$ cat src/rtl/cv32e40x_pkg.sv
// Shared core types for the divider: opcode encoding, FSM states, divide-by-zero quotient.
package cv32e40x_pkg;

  typedef enum logic [1:0] {
    DIV_DIVU = 2'b00,
    DIV_DIV  = 2'b01,
    DIV_REMU = 2'b10,
    DIV_REM  = 2'b11
  } div_opcode_e;

  typedef enum logic [1:0] {
    IDLE = 2'b00,
    CALC = 2'b01,
    DONE = 2'b10
  } div_state_e;

  localparam logic [31:0] DIV_ZERO_QUOT = 32'hFFFF_FFFF;

endpackage

$ cat src/rtl/cv32e40x_div_serial.sv
// Serial radix-2 restoring divider for DIV/DIVU/REM/REMU, one quotient bit per cycle.
// Optional CV32E40X_DIV_FAST_SPECIAL_EN: divide-by-zero and signed overflow bypass iteration.
module cv32e40x_div_serial
  import cv32e40x_pkg::*;
#(
  parameter int unsigned WIDTH = 32
) (
  input  logic             clk,
  input  logic             rst,
  input  logic             div_valid_i,
  output logic             div_ready_o,
  input  logic [1:0]       div_operator_i,
  input  logic [WIDTH-1:0] op_a_i,
  input  logic [WIDTH-1:0] op_b_i,
  input  logic             kill_i,
  output logic             div_valid_o,
  input  logic             div_ready_i,
  output logic [WIDTH-1:0] result_o,
  output logic             busy_o
);

  localparam int unsigned CNT_W = $clog2(WIDTH);

  div_state_e       state;
  logic [CNT_W-1:0] cnt;
  div_opcode_e      op;
  logic             sign_a;
  logic             sign_b;
  logic [WIDTH-1:0] quo;
  logic [WIDTH-1:0] rem;
  logic [WIDTH-1:0] divisor;

  div_opcode_e      op_in;
  logic             signed_in;
  logic [WIDTH-1:0] abs_a;
  logic [WIDTH-1:0] abs_b;
  logic [WIDTH:0]   rem_sh;
  logic             rem_ge;
  logic [WIDTH-1:0] rem_sub;

  assign op_in     = div_opcode_e'(div_operator_i);
  assign signed_in = (op_in == DIV_DIV) || (op_in == DIV_REM);
  assign abs_a     = (signed_in && op_a_i[WIDTH-1]) ? (~op_a_i + WIDTH'(1)) : op_a_i;
  assign abs_b     = (signed_in && op_b_i[WIDTH-1]) ? (~op_b_i + WIDTH'(1)) : op_b_i;

  // Restoring step: rem can reach 2^WIDTH-2, so the shifted value needs one extra bit
  assign rem_sh  = {rem, quo[WIDTH-1]};
  assign rem_ge  = rem_sh >= {1'b0, divisor};
  assign rem_sub = rem_sh[WIDTH-1:0] - divisor;

`ifdef CV32E40X_DIV_FAST_SPECIAL_EN
  logic special_zero;
  logic special_ovf;
  assign special_zero = (op_b_i == '0);
  assign special_ovf  = signed_in && (op_a_i == {1'b1, {(WIDTH-1){1'b0}}}) && (op_b_i == '1);
`endif

  always_ff @(posedge clk) begin
    if (rst) begin
      state   <= IDLE;
      cnt     <= '0;
      op      <= DIV_DIVU;
      sign_a  <= 1'b0;
      sign_b  <= 1'b0;
      quo     <= '0;
      rem     <= '0;
      divisor <= '0;
    end else if (kill_i) begin
      state <= IDLE;
    end else begin
      case (state)
        IDLE: begin
          if (div_valid_i) begin
            op      <= op_in;
            sign_a  <= signed_in && op_a_i[WIDTH-1];
            sign_b  <= signed_in && op_b_i[WIDTH-1];
            divisor <= abs_b;
            quo     <= abs_a;
            rem     <= '0;
            cnt     <= CNT_W'(WIDTH - 1);
            state   <= CALC;
`ifdef CV32E40X_DIV_FAST_SPECIAL_EN
            // Preload what the iteration would converge to; the fixup stage finishes the job
            if (special_zero) begin
              quo   <= DIV_ZERO_QUOT;
              rem   <= abs_a;
              state <= DONE;
            end else if (special_ovf) begin
              quo   <= {1'b1, {(WIDTH-1){1'b0}}};
              rem   <= '0;
              state <= DONE;
            end
`endif
          end
        end
        CALC: begin
          rem <= rem_ge ? rem_sub : rem_sh[WIDTH-1:0];
          quo <= {quo[WIDTH-2:0], rem_ge};
          cnt <= cnt - CNT_W'(1);
          if (cnt == '0) state <= DONE;
        end
        DONE: begin
          if (div_ready_i) state <= IDLE;
        end
        default: state <= IDLE;
      endcase
    end
  end

  logic             out_rem;
  logic             neg_quo;
  logic             neg_rem;
  logic [WIDTH-1:0] quo_fix;
  logic [WIDTH-1:0] rem_fix;

  // Sign flags are only ever set for signed ops, so unsigned results pass through
  assign out_rem = (op == DIV_REM) || (op == DIV_REMU);
  assign neg_quo = (sign_a ^ sign_b) && (divisor != '0);
  assign neg_rem = sign_a;
  assign quo_fix = neg_quo ? (~quo + WIDTH'(1)) : quo;
  assign rem_fix = neg_rem ? (~rem + WIDTH'(1)) : rem;

  assign div_ready_o = (state == IDLE);
  assign busy_o      = (state != IDLE);
  assign div_valid_o = (state == DONE) && !kill_i;
  assign result_o    = (state == DONE) ? (out_rem ? rem_fix : quo_fix) : '0;

  a_width_legal: assert property (@(posedge clk) WIDTH == 32);

endmodule

$ cat config.mk
export PLATFORM = sky130hd
export DESIGN_NAME = cv32e40x_div_serial
export DESIGN_NICKNAME = d
export VERILOG_FILES = /design/src/rtl/cv32e40x_pkg.sv /design/src/rtl/cv32e40x_div_serial.sv
export SDC_FILE = /design/constraint.sdc
export NUM_CORES = 1
export LEC_CHECK = 0
export CAP_MARGIN = 25
export CORE_MARGIN = 2
export CORE_UTILIZATION = 35
export DETAILED_ROUTE_END_ITERATION = 12
export PLACE_DENSITY = 0.56
export RECOVER_POWER = 25
export SLEW_MARGIN = 20
export SYNTH_ARGS = -nofsm -noshare
export SYNTH_HDL_FRONTEND = slang
export SYNTH_SLANG_ARGS = --single-unit
$ cat constraint.sdc
create_clock -name clk -period 3.8 [get_ports clk]
set_input_delay 0.57 -clock clk [delete_from_list [all_inputs] [get_ports clk]]
set_output_delay 0.57 -clock clk [all_outputs]
set_load 0.005 [all_outputs]
==> summary.md <==
| Metric | Value |
|---|---|
| Status | `complete, but fails checks` |
| Violated checks | `capacitance limit, slew limit, setup timing` |
| Synthesized netlist cell count | `1,240` |
| Worst IR Drop VDD | `0.0002115 V` |
| Worst slew margin | `-5.152%` |
| CP Cell Sequence | `or4_4 -> or2_4 -> or3_4 -> or2_4 -> or4_4 -> o41ai_4 -> xnor2_1 -> nor2_1 -> a211oi_2 -> buf_2` |
| N_diodes | `0` |
| Iter 0 DRT Violations | `631` |
| Top delay family on crit path | `simple AND/OR/NAND/NOR gates` |
| Die Y-Extent | `163.6 um` |
| Worst hold path class | `reg2reg` |
| Critical Path Source Type | `register` |
| Final Cell Area | `11,060 um^2` |
| Number of routed nets with antenna violations | `0` |
| Final Max Slew Viols | `76` |
| Largest net degree at the start of global routing | `76` |
| Area share of and/or/nand/nor cells after synthesis | `21.90%` |
| Top_reg_cell synth | `dfxtp_1` |
| Fin crit share | `103.2%` |
| Final worst slack | `-0.1229 ns` |
| DP HPWL | `21.64 mm` |
| Final hold viol count | `0` |
| Nature of the critical path endpoint | `output pin` |
| Average size of a mapped cell | `7.193 um^2` |
| Post-synthesis mux area share | `1.347%` |
| Clk_skew | `0.01601 ns` |
| Final setup viols | `6` |
| Most common cell after layout, fill and taps aside | `nor2_1` |
| Non-Filler Instances | `1,695` |
| Synth Area in Adders | `5.555%` |
| Syn_nets | `1,350` |
| Top Ports | `106` |
| Routed vias | `9,076` |
| CTS Buf Count | `9` |
| DRC Markers | `0` |
| Total of max-cap violations | `1` |
| Post-synth cell types | `63` |
| Sequential cell area | `2125 um^2` |
| CTS Sinks | `106` |
| LEAKAGE | `0.004354 uW` |
| Initial Utilization | `35.52%` |
| Die Wd | `163.6 um` |
| Routability Congestion | `0.8811` |
| RSZ-0062 raised after global routing | `true` |
| Cell Area, Placed | `10,710 um^2` |
| GR Util All Layers | `20.45%` |
| CP max-delay cell | `or4_4` |
| Met1 GRT Util | `29.07%` |
| H-tree depth | `3` |
| M2 GR Usage | `32.75%` |
| Clock latency on the worst-skew pair | `0.37 ns` |
| Busiest grt layer | `met2` |
| Initial DRT Pass Iterations | `7` |
| Most frequent cells in the layout | `177 x nor2_1, 110 x nand2_1, 104 x dfxtp_1` |
| Vias per std cell | `5.355` |
| Met3 usage | `3.327%` |
| Area Overhead vs Synth | `24.00%` |
| Max Clock Freq | `0.2549 GHz` |
| Fin crit period | `3.923 ns` |
| Kind of critical path | `reg2out` |
| Total die area | `26,780 um^2` |
| FFs w/ async S/R, synth | `0%` |
| Initial antenna violation count | `0` |
| Cts hold-fix bufs | `0` |
| CTS tree | `yes` |
| Worst path buffer plus inverter count | `1` |
| Critical path's largest stage delay | `0.52 ns` |
| Vias in the first global route | `8,482` |
| Worst-path clk slew | `0.09 ns` |
| Synth Cell Area | `8920 um^2` |
| Share of layout cells above drive strength 1 | `9.377%` |
| CTS root buffer | `clkbuf_16` |
| Crit path required time | `3.23 ns` |
| Post-synth EDFFs | `0` |
| Worst-Margin Slew | `1.577 ns` |
| Area of the multi-input gates | `6419 um^2` |
| Final wirelength | `27.15 mm` |
| Crit Path Max Fanout | `3` |
| Compound-Gate Fraction of Synth Area | `27.63%` |
| Fin nets | `1,470` |
| Clock Path Buffers | `2` |
| Ys Warns | `0` |
| Seq/Total Area, Yosys | `23.79%` |
| Fill count | `2,693` |
| Power density over the cells | `286.3 nW/um^2` |
| Port Buffer Count | `105` |
| Placed Instances | `1,678` |
| WP data arrival | `3.35 ns` |
| Post-Synth XOR/XNOR Area | `14.34%` |
| Core Region | `25,110 um^2` |
| Synthesis-stage register bit count | `106` |
| Main combinational cell family by area after synthesis | `compound AO/OA/AOI/OAI gates` |
| Gr ovfl total | `0` |
| First-pass GRT wire length | `44.22 mm` |
| Routed length per instance | `16.02 um` |
| # rows | `58` |
==> cell families after synthesis <==
kind of cell,Yosys count
and+or+nand+nor,426
AOI/OAI and AO/OA,383
xor gates and xnor gates,146
buffers and inverters,128
DFF,106
adders and majority gates,39
muxes,12
==> power breakdown <==
group          internal [uW]  total (uW)  switching (uW)
clock network            470         979             509
registers               1170        1240            68.1
logic                    423         949             525
==> Yosys cell counts, types with 3 or more instances <==
master	n	area (um^2)
nand3_1	13	65.06
a221oi_1	7	61.31
ha_1	38	475.5
or3_1	14	87.58
a21boi_0	3	22.52
xnor2_1	79	691.9
xor2_1	67	586.8
o21a_1	6	45.04
nor2b_1	5	31.28
nor4_1	26	162.7
inv_1	55	206.5
a22oi_1	5	37.54
nand2_1	110	412.9
a2111oi_0	3	26.28
o41ai_1	9	78.83
o21bai_1	3	22.52
nor2_1	178	668.1
o21ai_0	95	475.5
nor3_1	17	85.08
a21oi_1	98	490.5
or2_2	5	31.28
o211ai_1	4	30.03
and2_1	3	18.77
mux2i_1	12	120.1
a21o_1	18	135.1
a211oi_1	78	585.6
and3_1	11	68.82
buf_1	4	15.01
a222oi_1	4	40.04
dfxtp_1	106	2122
nand3b_1	5	37.54
or4_1	7	52.55
a31oi_1	4	25.02
o31ai_1	18	135.1
a311oi_1	10	87.58
nand4_1	11	68.82
nand2b_1	11	68.82
clkbuf_1	67	251.5
==> metrics by stage <==
| stage | utilization (%) | TNS (ns) | hold slack, ns | setup slack [ns] | total power [uW] |
|---|---|---|---|---|---|
| after floorplan | - | 0 | 0.4451 | 0.3897 | 1862 |
| after global placement | 42.63 | -0.2208 | 0.4636 | -0.1008 | 2189 |
| after detailed placement | 42.66 | -0.2446 | 0.4619 | -0.1390 | 2196 |
| after CTS | 44.00 | -0.4325 | 0.4748 | -0.2067 | 3187 |
| after global routing | 44.05 | -1.422 | 0.4946 | -0.2459 | 3357 |
| final | 44.05 | -0.2881 | 0.4724 | -0.1229 | 3166 |
==> worst paths after layout <==
check,end,slack [ns],start,cells after the start
max reg2reg,rem[31],0.43,rem[7],11
max,result_o[29],-0.12,quo[9],10
min,sign_b,0.47,sign_b,2
min reg2reg,sign_b,0.47,sign_b,2
==> cell type report <==
cell class	count	share of cell area (%)
clock inverters	7	0.7240
inverters	55	1.867
clock buffers	9	2.036
repair buffers	182	14.40
multi-input cells	1006	58.03
flip-flops and latches	106	19.21
well taps	330	3.733
==> state kept, by name, summed over array words and instances, names as in the netlist <==
name / cells
neg_rem: 1
rem: 32
state: 2
quo: 32
sign_b: 1
op: 1
divisor: 32
cnt: 5
==> worst reg2reg max path: cells and delay by family, from the launching register on <==
family	cells	cell delay, ns
AO/OA/AOI/OAI	8	2.18
buffers and inverters	1	0.15
flip-flops	1	0.31
adder cells (fa/ha/maj)	1	0.42
XOR/XNOR	1	0.18
==> metal layers <==
| layer | vias to the layer above | share of wire (%) |
|---|---|---|
| li1 | 4687 | - |
| met1 | 4214 | 50 |
| met2 | 156 | 46 |
| met3 | 19 | 3.4 |
| met4 | 0 | 0.97 |
| met5 | - | 0 |
==> what timing repair did <==
item	CTS	global route
setup buffers	0	1
gates resized for setup	29	17
pin swaps	4	9
endpoints found under the setup margin	26	16
Power figures use the tool's default switching activity.
